### src/rtl/serial_adder.sv
// -----------------------------------------------------------------------------
// serial_adder
//   Bit-serial unsigned adder. A start pulse loads both operands in parallel.
//   A single full-adder cell and a carry flip-flop then produce one sum bit
//   per clock, LSB first. After WIDTH bits the parallel sum and carry-out are
//   written together, and done pulses for one cycle.
//
// Ports
//   clk    in   1      rising-edge clock
//   rst_n  in   1      asynchronous active-low reset
//   start  in   1      request; only sampled in IDLE or DONE
//   a, b   in   WIDTH  operands, captured in the cycle start is accepted
//   busy   out  1      high while bits are being produced (RUN)
//   done   out  1      one-cycle pulse: sum/cout were just updated
//   sum    out  WIDTH  registered result, updated only on completion
//   cout   out  1      registered carry-out of the MSB
//   sbit   out  1      current serial sum bit (debug), 0 outside RUN
// -----------------------------------------------------------------------------
module serial_adder #(
  parameter int WIDTH = 8
) (
  input  logic             clk,
  input  logic             rst_n,
  input  logic             start,
  input  logic [WIDTH-1:0] a,
  input  logic [WIDTH-1:0] b,
  output logic             busy,
  output logic             done,
  output logic [WIDTH-1:0] sum,
  output logic             cout,
  output logic             sbit
);

  localparam int CNT_W = $clog2(WIDTH);

  typedef enum logic [1:0] {
    ST_IDLE = 2'd0,
    ST_RUN  = 2'd1,
    ST_DONE = 2'd2
  } state_t;

  // Carry of a full-adder cell.
  function automatic logic majority(input logic x, input logic y, input logic z);
    return (x & y) | (x & z) | (y & z);
  endfunction

  state_t             state_r;
  state_t             state_next_s;
  logic [WIDTH-1:0]   a_sh_r;
  logic [WIDTH-1:0]   b_sh_r;
  logic [WIDTH-1:0]   acc_r;
  logic               carry_r;
  logic [CNT_W-1:0]   cnt_r;
  logic [WIDTH-1:0]   sum_r;
  logic               cout_r;
  logic               busy_r;
  logic               done_r;

  logic               bit_s;
  logic               carry_next_s;
  logic [WIDTH-1:0]   acc_next_s;
  logic               last_s;
  logic               load_s;
  logic               step_s;
  logic               finish_s;
  logic               sbit_s;

  // Full-adder cell on the operand LSBs and the partial result after this bit.
  always_comb begin
    bit_s        = a_sh_r[0] ^ b_sh_r[0] ^ carry_r;
    carry_next_s = majority(a_sh_r[0], b_sh_r[0], carry_r);
    acc_next_s   = {bit_s, acc_r[WIDTH-1:1]};
    last_s       = (cnt_r == CNT_W'(WIDTH - 1));
  end

  // Next-state logic and datapath control strobes.
  always_comb begin
    state_next_s = state_r;
    load_s       = 1'b0;
    step_s       = 1'b0;
    finish_s     = 1'b0;
    case (state_r)
      ST_IDLE: begin
        if (start) begin
          load_s       = 1'b1;
          state_next_s = ST_RUN;
        end else begin
          state_next_s = ST_IDLE;
        end
      end
      ST_RUN: begin
        // start is deliberately ignored here: no restart, no queueing.
        step_s = 1'b1;
        if (last_s) begin
          finish_s     = 1'b1;
          state_next_s = ST_DONE;
        end else begin
          state_next_s = ST_RUN;
        end
      end
      ST_DONE: begin
        if (start) begin
          load_s       = 1'b1;
          state_next_s = ST_RUN;
        end else begin
          state_next_s = ST_IDLE;
        end
      end
      default: begin
        state_next_s = ST_IDLE;
      end
    endcase
  end

  // Debug serial bit, forced low whenever no addition is running.
  always_comb begin
    if (state_r == ST_RUN) begin
      sbit_s = bit_s;
    end else begin
      sbit_s = 1'b0;
    end
  end

  // State register.
  always_ff @(posedge clk or negedge rst_n) begin
    if (!rst_n) begin
      state_r <= ST_IDLE;
    end else begin
      state_r <= state_next_s;
    end
  end

  // Operand shifters, carry flip-flop, bit counter and partial-sum accumulator.
  always_ff @(posedge clk or negedge rst_n) begin
    if (!rst_n) begin
      a_sh_r  <= '0;
      b_sh_r  <= '0;
      acc_r   <= '0;
      carry_r <= 1'b0;
      cnt_r   <= '0;
    end else if (load_s) begin
      a_sh_r  <= a;
      b_sh_r  <= b;
      acc_r   <= '0;
      carry_r <= 1'b0;
      cnt_r   <= '0;
    end else if (step_s) begin
      a_sh_r  <= {1'b0, a_sh_r[WIDTH-1:1]};
      b_sh_r  <= {1'b0, b_sh_r[WIDTH-1:1]};
      acc_r   <= acc_next_s;
      carry_r <= carry_next_s;
      cnt_r   <= cnt_r + CNT_W'(1);
    end
  end

  // Result registers: written only with the final bit, so no partial value leaks.
  always_ff @(posedge clk or negedge rst_n) begin
    if (!rst_n) begin
      sum_r  <= '0;
      cout_r <= 1'b0;
    end else if (finish_s) begin
      sum_r  <= acc_next_s;
      cout_r <= carry_next_s;
    end
  end

  // Status flags registered from the next state so they align with state_r.
  always_ff @(posedge clk or negedge rst_n) begin
    if (!rst_n) begin
      busy_r <= 1'b0;
      done_r <= 1'b0;
    end else begin
      busy_r <= (state_next_s == ST_RUN);
      done_r <= (state_next_s == ST_DONE);
    end
  end

  assign busy = busy_r;
  assign done = done_r;
  assign sum  = sum_r;
  assign cout = cout_r;
  assign sbit = sbit_s;

endmodule

### config.mk
export PLATFORM = sky130hd
export DESIGN_NAME = serial_adder
export DESIGN_NICKNAME = d
export VERILOG_FILES = /design/src/rtl/serial_adder.sv
export SDC_FILE = /design/constraint.sdc
export NUM_CORES = 1
export LEC_CHECK = 0
export ABC_AREA = 1
export CAP_MARGIN = 20
export CELL_PAD_IN_SITES_DETAIL_PLACEMENT = 2
export CELL_PAD_IN_SITES_GLOBAL_PLACEMENT = 2
export CORE_MARGIN = 2
export CORE_UTILIZATION = 33
export DETAILED_ROUTE_END_ITERATION = 8
export GPL_ROUTABILITY_DRIVEN = 0
export GPL_TIMING_DRIVEN = 0
export PLACE_DENSITY_LB_ADDON = 0.1
export SLEW_MARGIN = 40
export SYNTH_ARGS = -nofsm -noshare
export SYNTH_HDL_FRONTEND = slang
export SYNTH_SLANG_ARGS = --single-unit
### constraint.sdc
create_clock -name clk -period 3.3 [get_ports clk]
set_clock_uncertainty 0.15 [all_clocks]
set_input_delay 0.495 -clock clk [delete_from_list [all_inputs] [get_ports clk]]
set_output_delay 0.495 -clock clk [all_outputs]
set_load 0.01 [all_outputs]
==> results.md <==
* Hold buffer count at CTS at 0
* Ratio of cells with drive above 1 in the final layout at 7.660%
* # diodes at 0
* Met3 Use GR at 4.101%
* Status: finished, final reports clean
* Post-DP HPWL at 3567 um
* Final setup fails at 0
* Max cap viols at 0
* Vias in the first global route at 1632
* Clock Latency Late Sink at 290 ps
* Total track usage at 19.04%
* Buffers from clock root to sink, at most at 2
* Number of gates resized after CTS at 0
* Clock network fraction of total power at 16.1%
* Synth cell types at 13
* Final Hold Fails at 0
* Reg-to-reg slack, setup at 1660 ps
* Post-DRT Antenna Nets at 0
* Max-slew violations at 0
* WP data required at 2650 ps
* Crit path time final at 2547 ps
* Ys Warns at 0
* Net count after synthesis at 219
* Largest net degree at the start of global routing at 41
* Crit Path Max Fanout at 3
* Via density at 4.744
* CP arrival at 1900 ps
* Post-route DRC at 0
* Clk root buf: clkbuf_8
* Clock slew at reported path FFs at 80 ps
* Worst min path class: primary input to asynchronous set/reset pin
* Worst setup SP type: register
* Switching Share at 39.51%
* Setup_tns at 0 ps
* First-pass GRT wire length at 7921 um
* Worst slew pin tran at 518.6 ps
* PwrDens at 949.5 nW/um2
* Cell Area, Synth at 1698 um2
* Core outline area at 5042 um2
* Clock sink count at 40
* #FFs+latches synth at 40
* Internal at 0.001248 W
* Crit Path Class: register to output pin
* Die area at 5735 um2
* Register area share after synthesis at 58.95%
* H-Tree Depth at 2
* Initial antenna violation count at 0
* I/O Pins at 31
* Cell count after synthesis at 197
* Final core utilization at 43.10%
* Critical path endpoint category: output pin
* Period utilization at 77.20%
* Comb pwr share at 43.1%
* Highest clock rate at 392.5 MHz
* Nets at 256
* Via count at 1447
* Slew HR at 65.43%
* CTS tree: yes
* Wire per inst at 15.84 um
* # rows at 26
* Initial drt markers at 34
* Die H at 75.73 um
* Drt first pass iters at 3
* Unrepaired setup endpoints after global routing: false
* Syn avg cell area at 8.619 um2
* Met2 Track Usage GR at 34.01%
* Overflow after GRT at 0
* Net Switching at 0.0008153 W
* P_leak at 1.090 nW
* Seq pwr share at 40.8%
* Gr busiest metal: met2
* Met1 usage at 22.91%
* Post-CTS Setup Bufs at 0
* Maximum vdd ir drop at 0.3182 mV
* Wirelength, routed at 4832 um
* Num CTS Buffers at 5
* Die width at 75.73 um
* Quantity of I/O buffers inserted on ports at 30
* P&R area growth vs syn at 28.00%
* Starting Density at 33.67%
==> area by class of cell <==
type,instances,area [um2]
buffer,9,47.55
clock buffer,8,90.09
fill,576,2869
inverter,11,41.29
multi-input combinational,137,608.1
sequential,40,1001
tap,70,87.58
timing repair buffer,30,297.8
==> cell usage in the layout (no fill, tap or decap) <==
cell and n:
o21ai_0 3, nor2_1 4, o21ai_1 1, clkbuf_1 2, nand3_1 39, fa_1 1
dfrtp_1 40, clkdlybuf4s50_1 29, buf_4 2, clkbuf_8 6, ha_1 2, nand2_1 84
inv_1 11, nor2_2 2, a21oi_1 1, buf_2 8
==> metal layers <==
metal  vias to the layer above  wire length (um)
met5                         -                 0
met4                         0                62
met3                         5               137
met2                        18              2550
met1                       730              2081
li1                        694                 -
==> sequential cells by signal, summed over array words and instances (netlist names) <==
signal,cells
a_sh_r,8
b_sh_r,8
sum,8
acc_r,7
cnt_r,3
state_r,2
busy,1
carry_r,1
cout,1
done,1
==> through the flow <==
stage,area [um2],hold WS (ps),total power [W],std cells,worst slack [ps]
final,2173,20.46,0.002064,305,752.5
after global routing,2173,56.95,0.002254,305,667.4
after CTS,2173,44.94,0.002106,305,730.5
after global placement,2086,304.6,0.001678,297,575.4
after floorplan,1698,49.41,0.001351,197,1593
after detailed placement,2083,318.7,0.001760,297,1054
==> worst max-delay path, stage by stage, from the launching register on <==
cell and delay [ps]:
dfrtp_1 400, inv_1 80, fa_1 450, nor2_1 130
clkdlybuf4s50_1 540
==> synth_stat cells (all sizes together) <==
master / number / area share (%)
a21oi: 1 / 0.29
buf: 9 / 2.8
dfrtp: 40 / 59
fa: 1 / 1.2
ha: 2 / 1.5
inv: 11 / 2.4
nand2: 84 / 19
nand3: 39 / 11
nor2: 6 / 1.6
o21ai: 4 / 1.2
==> worst paths after layout <==
path	from	endpoint	cells past startpoint
setup / recovery	b_sh_r[0]$_DFFE_PN0P_	sbit	4
hold / removal	rst_n	b_sh_r[3]$_DFFE_PN0P_	1
setup reg to reg	cnt_r[0]$_DFFE_PN0P_	cout$_DFFE_PN0P_	6
hold reg to reg	cout$_DFFE_PN0P_	cout$_DFFE_PN0P_	2
max in group asynchronous	rst_n	b_sh_r[7]$_DFFE_PN0P_	1
min in group clk	cout$_DFFE_PN0P_	cout$_DFFE_PN0P_	2
==> power groups by stage <==
| stage | combinational, W | sequential [W] | clock, W |
|---|---|---|---|
| 4_1_cts | 0.000919 | 0.000844 | 0.000343 |
| 3_3_place_gp | 0.000842 | 0.000836 | 0 |
| 2_1_floorplan | 0.000510 | 0.000841 | 0 |
| 6_report | 0.000889 | 0.000842 | 0.000332 |
| 3_5_place_dp | 0.000907 | 0.000853 | 0 |
| 5_1_grt | 0.00102 | 0.000868 | 0.000366 |
==> cells by family (layout without fill, tap and decap cells) <==
logic type      Yosys count  after routing  share of synthesized area (%)
fa+ha+maj                 3              3                          2.653
simple gates            129            129                          31.69
compound gates            5              5                          1.473
buf+inv                  20             58                          5.232
flops                    40             40                          58.95
No activity file was read; power rests on OpenSTA's default activity.
